<file path="src/rtl/mem_ctrl.sv">
`default_nettype none
// =====================================================================
// Module   : mem_ctrl
// Purpose  : Serves instruction fetches and loads/stores over a byte-wide
//            synchronous RAM, moving one byte per cycle.
// Revision : 1.0
// =====================================================================
module mem_ctrl #(
    parameter int ADDR_W = 32
) (
    input  logic              clk_in,
    input  logic              rst_in,
    input  logic              ifReq_in,
    input  logic [ADDR_W-1:0] ifAddr_in,
    output logic              ifDone_out,
    output logic [31:0]       ifInst_out,
    input  logic              memReq_in,
    input  logic              memWr_in,
    input  logic [1:0]        memSize_in,
    input  logic [ADDR_W-1:0] memAddr_in,
    input  logic [31:0]       memData_in,
    output logic              memDone_out,
    output logic [31:0]       memData_out,
    output logic [ADDR_W-1:0] ramAddr_out,
    output logic              ramWr_out,
    output logic [7:0]        ramData_out,
    input  logic [7:0]        ramData_in
);

    typedef enum logic [1:0] {
        IDLE   = 2'd0,
        IF_RD  = 2'd1,
        MEM_RD = 2'd2,
        MEM_WR = 2'd3
    } state_t;

    state_t            state_q, state_d;
    logic [2:0]        cnt_q, cnt_d;
    logic [2:0]        len_q, len_d;
    logic [ADDR_W-1:0] addr_q, addr_d;
    logic [31:0]       wdata_q, wdata_d;
    logic [31:0]       rbuf_q, rbuf_d;
    logic              ifDone_q, ifDone_d;
    logic              memDone_q, memDone_d;
    logic [31:0]       ifInst_q, ifInst_d;
    logic [31:0]       memData_q, memData_d;

    logic [1:0]        w_rd_lane;
    logic [31:0]       w_rbuf_ins;
    logic [7:0]        w_wr_byte;
    logic [ADDR_W-1:0] w_cur_addr;
    logic [2:0]        w_mem_len;

    // Read data lags its address by one cycle, so counter value k holds byte k-1.
    assign w_rd_lane  = cnt_q[1:0] - 2'd1;
    assign w_cur_addr = addr_q + ADDR_W'(cnt_q);

    always_comb begin
        w_rbuf_ins = rbuf_q;
        case (w_rd_lane)
            2'd0:    w_rbuf_ins[7:0]   = ramData_in;
            2'd1:    w_rbuf_ins[15:8]  = ramData_in;
            2'd2:    w_rbuf_ins[23:16] = ramData_in;
            default: w_rbuf_ins[31:24] = ramData_in;
        endcase
    end

    always_comb begin
        case (cnt_q[1:0])
            2'd0:    w_wr_byte = wdata_q[7:0];
            2'd1:    w_wr_byte = wdata_q[15:8];
            2'd2:    w_wr_byte = wdata_q[23:16];
            default: w_wr_byte = wdata_q[31:24];
        endcase
    end

    always_comb begin
        case (memSize_in)
            2'd0:    w_mem_len = 3'd1;
            2'd1:    w_mem_len = 3'd2;
            default: w_mem_len = 3'd4;
        endcase
    end

    always_comb begin
        state_d     = state_q;
        cnt_d       = cnt_q;
        len_d       = len_q;
        addr_d      = addr_q;
        wdata_d     = wdata_q;
        rbuf_d      = rbuf_q;
        ifDone_d    = 1'b0;
        memDone_d   = 1'b0;
        ifInst_d    = ifInst_q;
        memData_d   = memData_q;
        ramAddr_out = '0;
        ramWr_out   = 1'b0;
        ramData_out = 8'h00;

        case (state_q)
            IDLE: begin
                // A pending done pulse blocks acceptance so a held req is not re-served.
                if (!ifDone_q && !memDone_q) begin
                    if (memReq_in) begin
                        addr_d  = memAddr_in;
                        wdata_d = memData_in;
                        len_d   = w_mem_len;
                        cnt_d   = 3'd0;
                        rbuf_d  = 32'h0;
                        state_d = memWr_in ? MEM_WR : MEM_RD;
                    end else if (ifReq_in) begin
                        addr_d  = ifAddr_in;
                        len_d   = 3'd4;
                        cnt_d   = 3'd0;
                        rbuf_d  = 32'h0;
                        state_d = IF_RD;
                    end
                end
            end

            IF_RD, MEM_RD: begin
                if (cnt_q < len_q) begin
                    ramAddr_out = w_cur_addr;
                end
                if (cnt_q != 3'd0) begin
                    rbuf_d = w_rbuf_ins;
                end
                if (cnt_q == len_q) begin
                    state_d = IDLE;
                    cnt_d   = 3'd0;
                    if (state_q == IF_RD) begin
                        ifDone_d = 1'b1;
                        ifInst_d = w_rbuf_ins;
                    end else begin
                        memDone_d = 1'b1;
                        memData_d = w_rbuf_ins;
                    end
                end else begin
                    cnt_d = cnt_q + 3'd1;
                end
            end

            MEM_WR: begin
                ramAddr_out = w_cur_addr;
                ramWr_out   = 1'b1;
                ramData_out = w_wr_byte;
                if (cnt_q == len_q - 3'd1) begin
                    state_d   = IDLE;
                    cnt_d     = 3'd0;
                    memDone_d = 1'b1;
                end else begin
                    cnt_d = cnt_q + 3'd1;
                end
            end

            default: state_d = IDLE;
        endcase
    end

    always_ff @(posedge clk_in) begin
        if (!rst_in) begin
            state_q   <= IDLE;
            cnt_q     <= 3'd0;
            len_q     <= 3'd0;
            addr_q    <= '0;
            wdata_q   <= 32'h0;
            rbuf_q    <= 32'h0;
            ifDone_q  <= 1'b0;
            memDone_q <= 1'b0;
            ifInst_q  <= 32'h0;
            memData_q <= 32'h0;
        end else begin
            state_q   <= state_d;
            cnt_q     <= cnt_d;
            len_q     <= len_d;
            addr_q    <= addr_d;
            wdata_q   <= wdata_d;
            rbuf_q    <= rbuf_d;
            ifDone_q  <= ifDone_d;
            memDone_q <= memDone_d;
            ifInst_q  <= ifInst_d;
            memData_q <= memData_d;
        end
    end

    assign ifDone_out  = ifDone_q;
    assign ifInst_out  = ifInst_q;
    assign memDone_out = memDone_q;
    assign memData_out = memData_q;

endmodule
`default_nettype wire

</file>
<file path="config.mk">
export PLATFORM = sky130hd
export DESIGN_NAME = mem_ctrl
export DESIGN_NICKNAME = d
export VERILOG_FILES = /design/src/rtl/mem_ctrl.sv
export SDC_FILE = /design/constraint.sdc
export NUM_CORES = 1
export LEC_CHECK = 0
export BUFFER_PORTS_ARGS = -buffer_cell sky130_fd_sc_hd__buf_2
export CAP_MARGIN = 20
export CORE_MARGIN = 8
export CORE_UTILIZATION = 45
export DETAILED_ROUTE_END_ITERATION = 8
export GPL_TIMING_DRIVEN = 0
export PLACE_DENSITY = 0.73
export SKIP_LAST_GASP = 1
export SLEW_MARGIN = 20
export SYNTH_ARGS = -nofsm -noshare
export SYNTH_HDL_FRONTEND = slang
export SYNTH_SLANG_ARGS = --single-unit
</file>
<file path="constraint.sdc">
create_clock -name clk_in -period 2.7 [get_ports clk_in]
set_input_delay 0.54 -clock clk_in [delete_from_list [all_inputs] [get_ports clk_in]]
set_output_delay 0.54 -clock clk_in [all_outputs]
set_load 0.01 [all_outputs]
</file>
# ---- After elaboration in Yosys (flattened, before gate mapping)
# Cells that the tools add are included.
dict set report word_totals {
  reg_bits 170
  in_bits 111
  output_inout_bits 107
  elab_cells 88
}
dict set report classes {
  add_sub_neg 4
  order_cmp 1
  eq_ne 15
  mux 37
  bitwise 1
  reduce_logical 20
}
# operator count
set ops {}
lappend ops {{two-way mux 32 bit} 7}
lappend ops {{case mux 32 bit (2 select lines)} 2}
lappend ops {{two-way mux 8 bit} 5}
lappend ops {{adder 32 x 3 -> 32 bit} 1}
lappend ops {{case mux 8 bit (3 select lines)} 1}
lappend ops {{two-way mux 3 bit} 7}
lappend ops {{AND reduction 3 bit} 5}
lappend ops {{two-way mux 2 bit} 5}
lappend ops {{case mux 3 bit (3 select lines)} 1}
lappend ops {{== test 2 x 1 -> 1 bit, second input constant} 4}
lappend ops {{== test 2 bit, second input constant} 4}
lappend ops {{zero test 2 bit} 4}
lappend ops {{!= test 2 bit, second input constant} 4}
lappend ops {{AND reduction 4 bit} 2}
lappend ops {{== test 3 bit} 2}
lappend ops {{two-way mux 1 bit} 6}
lappend ops {{case mux 2 bit (3 select lines)} 1}
lappend ops {{case mux 3 bit (2 select lines)} 1}
lappend ops {{nonzero test 2 bit} 2}
lappend ops {{adder 3 x 1 -> 3 bit, second input constant} 1}
lappend ops {{less-than comparator 3 bit} 1}
lappend ops {{!= test 3 bit, second input constant} 1}
lappend ops {{nonzero test 3 bit} 1}
lappend ops {{OR reduction 3 bit} 1}
lappend ops {{other kinds (8)} 9}

# ---- Longest topological paths before layout
# Gate-level depths: netlist of run 1.
dict set report logic_depth {
  depth_word 6
  ltp_mapped 10
  ltp_nobuf 8
}

# ---- Least setup slack after synthesis of run 1
# No wires, ideal clock.
dict set report synth_timing {
  path_kind {flip-flop to output port}
  startpoint {register cnt_q[1]}
  endpoint {output port ramAddr_out[26]}
  t_arrival_ns 2.100
  required_time_ns 2.160
  path_slack_ns 0.060
  stages_incl_launch_ff 8
  n_path_buf 0
  cell_sequence {dfxtp_1 > inv_1 > fa_1 > nor2b_1 > o2111ai_2 > nor4_1 > xnor2_1 > nor2_1}
}
dict set report synth_between {
  elab_chain_cells 3
  elab_cells_between_ends 4
  cone_classes {add/sub: 1; order compare: 1; mux: 2}
}
# element line_no
set synth_rtl {}
lappend synth_rtl {{start: declaration} 38} ;# logic [2:0] cnt_q, cnt_d;
lappend synth_rtl {{start signal: assignment} 174} ;# cnt_q <= cnt_d;
lappend synth_rtl {{adder 32 x 3 -> 32 bit / less-than comparator 3 bit (equally long branches)} {56, 122}}
lappend synth_rtl {{two-way mux 32 bit} 122} ;# if (cnt_q < len_q) begin
lappend synth_rtl {{case mux 32 bit (2 select lines) *} 100} ;# case (state_q)
lappend synth_rtl {{end: declaration} 24} ;# output logic [ADDR_W-1:0] ramAddr_out,
# Mark *: on every way between the ends. The rest lies on a longest branch, timed or not.

# ---- Worst setup path after layout of run 1
dict set report layout_timing {
  startpoint {register cnt_q[0]}
  endpoint {output port ramAddr_out[14]}
}
# Same word-level chain as after synthesis.

==> results by group, run 1 <==
Clock tree
  – CTS hold repair buffers: 0
  – Clk Latency, worst-skew pair: 440 ps
  – TritonCTS Sinks: 170
  – CTS buffer count: 17
  – Clock Pin Slew Worst Setup and Hold Paths: 70 ps
  – CTS H-tree lvls: 4
  – CTS tree: done
  – Clock Tree Root: clkbuf_16
  – CTS Buffer Depth: 2

STA
  – Endpoints failing setup: 30
  – Post-layout min period: 3010 ps
  – Slew Viols, Final: 0
  – Unrepaired setup endpoints after global routing: true
  – Max Clk Rate: 0.333 GHz
  – Final Hold Vio Count: 0
  – Worst slew pin tran: 730 ps
  – Slew margin rel.: 51.4%
  – Final worst-path cycle share: 111%
  – Clock Skews: 7.56 ps
  – Final worst slack: -307 ps
  – Setup TNS: -4300 ps
  – Minimum hold slack: 339 ps

Critical path
  – Crit end category: output pin
  – R2R depth: 8
  – CP startpoint kind: flip-flop
  – Worst-path cell chain: ha_4 -> inv_2 -> fa_2 -> nor2b_4 -> o2111ai_4 -> buf_6 -> nor2_1 -> xnor2_1 -> nor2_1 -> buf_2
  – Critical-path top delay cell: dfxtp_4
  – Stages on the worst setup path: 10
  – CP peak stage delay: 370 ps
  – CP Buf/Inv Count: 3
  – Worst-path maximum fanout: 6
  – Worst path top cell family by delay: adder cells
  – Worst Setup Path Type: flip-flop to output pin
  – Top cell by count, worst path: nor2_1
  – Worst EP required: 2160 ps
  – Arrival @ worst endpoint: 2470 ps

Yosys
  – Post-Synth Adder-Cell Area: 3.09%
  – Mux share of post-synthesis cell area: 8.07%
  – Top cells by area, synth: dfxtp_1 (43%), a211oi_1 (9.2%), mux2i_1 (8.1%), nor2_1 (7.0%), nand2_1 (5.2%)
  – Top cell type by total area after synthesis: dfxtp_1
  – Mapped cell area: 7940 um^2
  – Post-synthesis sequential element count: 170
  – Syn Inst Count: 945
  – Async S/R FF share, synth: 0%
  – Xor/xnor share of the synthesized area: 3.61%
  – Dominant synthesized flop cell: dfxtp_1
  – Netlist cell types: 48
  – Synth Area in Compound Gates: 16.9%
  – Post-synth EDFFs: 0
  – Simple-gate share of the synthesized area: 20.0%
  – Largest family of logic cells by synthesized area: simple AND/OR/NAND/NOR gates
  – Share of the synthesized area in the top cell type: 42.9%
  – Synthesis Warnings: 0
  – Mapped Avg Cell Area: 8.40 um^2
  – Syn nets: 1,075
  – Sequential share of the synthesized area: 42.9%

Power and ir drop
  – Leak pwr: 4.26 nW
  – VDD IR max: 646 uV
  – Clock share of power: 24.1%
  – Total net switching power: 3.89 mW
  – Pint: 5.70 mW
  – Switching share of power: 40.6%
  – Logic pwr share: 38.8%
  – Seq pwr share: 37.1%
  – PwrDens: 918 nW/um^2

Final layout
  – Fill count: 1,541
  – Most common cell after layout, fill and taps aside: buf_2
  – Diode count: 0
  – Final nets: 1,317
  – Fraction of layout cells with a size suffix above 1: 29.5%
  – Layout area overhead: 31.6%
  – Most frequent cells in the layout: buf_2 (207), dfxtp_1 (163), nor2_1 (130)

Die
  – Boundary pin count: 218
  – Core box area: 17,300 um^2
  – Die height: 149 um
  – Initial Util: 45.9%
  – Rows: 48
  – Die Area: 22,100 um^2
  – Overall die width: 149 um

Drt
  – Drt wl/cell: 17.9 um
  – Routed wl met2: 11,900 um
  – Metal3 WL: 2130 um
  – DR vias: 7,762
  – Routed Antenna Nets: 0
  – Top Layer Used: met4
  – Post-Route M1 WL: 10,900 um
  – Iter 0 DRT Violations: 593
  – # DRC: 0
  – Post-Route WL: 25,400 um
  – Vias per cell: 5.45
  – First-pass DRT Iterations: 6

Global routing
  – Largest net degree at the start of global routing: 17
  – Antenna violations before repair: 0
  – GRT Util Overall: 22.2%
  – First-pass GRT wire length: 39,700 um
  – Vias in the first global route: 7,496
  – Grt ovf: 0

Outcome
  – Status: finished with violations
  – Failing checks: setup timing

Place
  – Port bufs: 207
  – Pre-CTS setup slack: -553 ps
  – Final GP Congestion: 0.849
  – Detail Placement HPWL: 17,900 um

Hold path
  – Hold path depth: 3
  – Worst hold-check path type: primary input to flip-flop

Job
  – Max_cap viols: 0
cells in the mapped netlist, types with 2 or more instances:
cell type and count:
buf_2 7, buf_4 2, dfxtp_1 170, mux2i_1 64
nor4_1 8, nand3_1 16, and3_1 4, a22oi_1 7
clkbuf_1 56, nand2b_1 5, nand4_1 29, and4_2 2
xor2_1 8, a21oi_1 61, a211oi_1 97, a31oi_1 2
clkbuf_2 7, xnor2_1 22, inv_1 21, and4_1 2
or2_2 2, buf_1 13, and2_1 11, nor3_1 9
ha_1 18, nor2_1 147, nand2_1 111, a222oi_1 8
nor2b_1 4, o21ai_0 14
power by group through the flow:
stage	clock network, mW	registers (mW)	logic, mW
floorplan	0	3.58	2.28
global placement	0	3.55	3.34
detailed placement	0	3.57	3.39
CTS	2.34	3.53	3.58
global route	2.45	3.63	4.14
finish	2.31	3.56	3.72
final timing paths:
| kind | start | endpoint | slack, ps |
|---|---|---|---|
| max | cnt_q[0] | ramAddr_out[14] | -310 |
| min | memData_in[14] | wdata_q[14] | 340 |
| max reg2reg | cnt_q[0] | memData_out[22] | 190 |
| min reg2reg | rbuf_q[7] | rbuf_q[7] | 450 |
per-stage QoR:
step	util, %	cells	instance area [um^2]	total power, mW
finish	60.4	1425	10400	9.59
global route	60.4	1425	10400	10.2
CTS	59.1	1417	10200	9.45
detailed placement	53.5	1377	9250	6.96
global placement	53.5	1377	9250	6.89
floorplan	-	945	7940	5.87
cells by family after synthesis:
logic type	after synthesis
simple gates	356
compound gates	198
flops	170
buf+inv	107
mux	64
xor+xnor	31
fa+ha+maj	19
layer usage:
metal	GRT usage, %	vias to the layer above
li1	-	3798
met1	28.9	3605
met2	36.2	317
met3	5.61	42
met4	5.65	0
met5	0	-
area by class of cell:
type                            instances  area, um^2  share of cell area (%)
Buffer                                 81         413                    3.95
Sequential cell                       170        3420                    32.7
Clock inverter                         14         114                    1.09
Inverter                               21        81.3                   0.779
Multi-Input combinational cell        668        4420                    42.3
Clock buffer                           18         439                    4.20
Timing Repair Buffer                  228        1280                    12.2
Tap cell                              225         282                    2.70
state kept, by name, indices dropped and copies added, names as in the netlist:
name and count:
addr_q 32, ifInst_out 32, memData_out 32, rbuf_q 32
wdata_q 32, cnt_q 3, len_q 3, state_q 2
ifDone_out 1, memDone_out 1
tightest hold or removal path: cells and delay by family:
kind / cells / cell delay (ps)
AO/OA/AOI/OAI: 1 / 50
AND/OR/NAND/NOR: 1 / 50
buffers and inverters: 1 / 90
timing repair:
action,in CTS,in global routing
hold endpoints to repair,0,0
pin swaps,23,17
buffers inserted,9,9
setup endpoints to repair,47,72
cloned,3,0
gates resized for setup,78,46
(Power assumes the default switching activity.)
==> inputs of run 2 (changes only) <==
--- a/config.mk
+++ b/config.mk
@@ -11,7 +11,8 @@
 export CORE_UTILIZATION = 45
 export DETAILED_ROUTE_END_ITERATION = 8
 export GPL_TIMING_DRIVEN = 0
-export PLACE_DENSITY = 0.73
+export PLACE_DENSITY = 0.75
+export SKIP_CTS_REPAIR_TIMING = 1
 export SKIP_LAST_GASP = 1
 export SLEW_MARGIN = 20
 export SYNTH_ARGS = -nofsm -noshare
==> run 2 against run 1 <==
  * The flow still finishes with violations (setup timing)
  * Sequential power is essentially flat
  * Clock power up 16%
  * Global-route usage decreased by 1.2 points
  * Power grew 3.0%
==> results by group, run 2 (synthesized netlist as in run 1, its figures left out) <==
Die
  – Die height: 149 um (unchanged)
  – Rows: 48 (unchanged)
  – Die Area: 22,100 um^2 (unchanged)
  – Overall die width: 149 um (unchanged)
  – Initial Util: 45.9% (unchanged)
  – Core box area: 17,300 um^2 (unchanged)
  – Boundary pin count: 218 (unchanged)

Power and ir drop
  – PwrDens: 946 nW/um^2 (+3.0%)
  – VDD IR max: 625 uV (-3.3%)
  – Pint: 6.10 mW (+7.1%)
  – Leak pwr: 4.27 nW (+0.39%)
  – Seq pwr share: 36.0% (-1.1 points)
  – Switching share of power: 38.2% (-2.4 points)
  – Total net switching power: 3.77 mW (-3.1%)
  – Clock share of power: 27.1% (+3.0 points)
  – Logic pwr share: 37.0% (-1.8 points)

Clock tree
  – CTS tree: done
  – Clock Tree Root: clkbuf_16
  – TritonCTS Sinks: 170 (unchanged)
  – CTS H-tree lvls: 4 (unchanged)
  – CTS Buffer Depth: 2 (unchanged)
  – Clock Pin Slew Worst Setup and Hold Paths: 60 ps (about the same)
  – CTS buffer count: 17 (unchanged)
  – Clk Latency, worst-skew pair: 430 ps (about the same)

Outcome
  – Status: finished with violations
  – Failing checks: setup timing

Place
  – Final GP Congestion: 0.824 (-2.9%)
  – Port bufs: 207 (unchanged)
  – Detail Placement HPWL: 18,000 um (+0.38%)
  – Placed cell areas: 9250 um^2 (unchanged)
  – Placed insts: 1,377 (unchanged)

STA
  – Final Hold Vio Count: 0 (unchanged)
  – Worst slew pin tran: 729 ps (-0.294 ps)
  – Final worst-path cycle share: 117% (+5.2 points)
  – Slew margin rel.: 51.4% (about the same)
  – Slew Viols, Final: 0 (unchanged)
  – Clock Skews: 6.39 ps (-1.17 ps)
  – Endpoints failing setup: 32 (+6.7%)
  – Unrepaired setup endpoints after global routing: true
  – Final worst slack: -446 ps (-139 ps)
  – Post-layout min period: 3150 ps (+139 ps)
  – Max Clk Rate: 0.318 GHz (-4.4%)

Final layout
  – Most common cell after layout, fill and taps aside: buf_2
  – Fraction of layout cells with a size suffix above 1: 28.2% (-1.3 points)
  – Final Non-Filler Cells: 1,423 (-0.14%)
  – Final nets: 1,315 (-0.15%)
  – Most frequent cells in the layout: buf_2 (211), dfxtp_1 (164), nor2_1 (133)
  – Design area: 10,400 um^2 (about the same)
  – Layout area overhead: 31.6% (about the same)

Global routing
  – Antenna violations before repair: 1 (+1)
  – Vias in the first global route: 7,254 (-3.2%)
  – Largest net degree at the start of global routing: 17 (unchanged)
  – First-pass GRT wire length: 37,600 um (-5.3%)
  – GR Util met3: 6.04% (+0.42 points)
  – GRT Util Overall: 21.0% (-1.2 points)
  – Met1 GRT Util: 27.4% (-1.5 points)
  – Grt ovf: 0 (unchanged)
  – Grt peak-use layer: met2
  – Routing usage on met2: 33.8% (-2.4 points)

Job
  – Max_cap viols: 0 (unchanged)

Critical path
  – Worst Setup Path Type: flip-flop to output pin
  – Worst-path maximum fanout: 6 (unchanged)
  – Arrival @ worst endpoint: 2610 ps (+140 ps)
  – CP startpoint kind: flip-flop
  – Crit end category: output pin
  – Worst EP required: 2160 ps (about the same)

Drt
  – Iter 0 DRT Violations: 617 (+4.0%)
  – Vias per cell: 5.44 (-0.13%)
  – Drt wl/cell: 17.7 um (-0.87%)
  – DR vias: 7,741 (-0.27%)
  – Routed Antenna Nets: 0 (unchanged)
  – First-pass DRT Iterations: 8 (+2)
  – Post-Route WL: 25,200 um (-1.0%)
  – # DRC: 0 (unchanged)

Hold path
  – Worst hold-check path type: primary input to flip-flop
==> run 2: layout make-up <==
class | instances | area [um^2]
diodes | 1 | 2.50
plain buffers | 81 | 383
clock buffers | 19 | 443
clock inverters | 12 | 196
fillers | 1562 | 6850
inverters | 21 | 82.6
multi-input cells | 668 | 4390
flip-flops and latches | 170 | 3420
well taps | 225 | 282
repair buffers | 226 | 1250
==> run 2: per-layer routing <==
layer	wire, um	vias up
met5	0	-
met4	251	0
met3	1950	27
met2	12100	275
met1	10900	3651
li1	-	3788
==> run 2: critical path: stages (launching register included) <==
cell,delay (ps)
dfxtp_4,390
ha_4,140
inv_2,40
fa_2,410
nor2b_4,200
o2111ai_4,260
buf_4,230
nor4_4,150
xnor2_1,170
nor2_1,60
buf_2,140
==> run 2: power groups by stage <==
stage / clock [mW] / sequential [mW] / combinational, mW
floorplan: 0 / 3.58 / 2.28
global placement: 0 / 3.54 / 3.35
detailed placement: 0 / 3.57 / 3.40
CTS: 2.70 / 3.52 / 3.42
global route: 2.81 / 3.62 / 4.06
finish: 2.67 / 3.55 / 3.65
==> run 2: path summary, 6_finish.rpt <==
kind | from | to | slack (ps) | cells past startpoint
setup / recovery | cnt_q[0] | ramAddr_out[24] | -450 | 10
hold / removal | memData_in[13] | wdata_q[13] | 340 | 3
setup reg to reg | cnt_q[0] | ifInst_out[22] | 250 | 8
hold reg to reg | rbuf_q[2] | rbuf_q[2] | 450 | 2
==> run 2: through the flow <==
step           power [mW]  setup TNS, ps  util [%]  worst slack, ps  hold WS [ps]
3_5_place_dp         6.97          -4980      53.5             -520           443
3_3_place_gp         6.89          -4760      53.5             -510           437
6_report             9.88          -5220      60.4             -446           344
2_1_floorplan        5.87              0         -             60.4           431
5_1_grt              10.5          -8240      60.4             -532           344
4_1_cts              9.64         -22470      57.2             -988           334
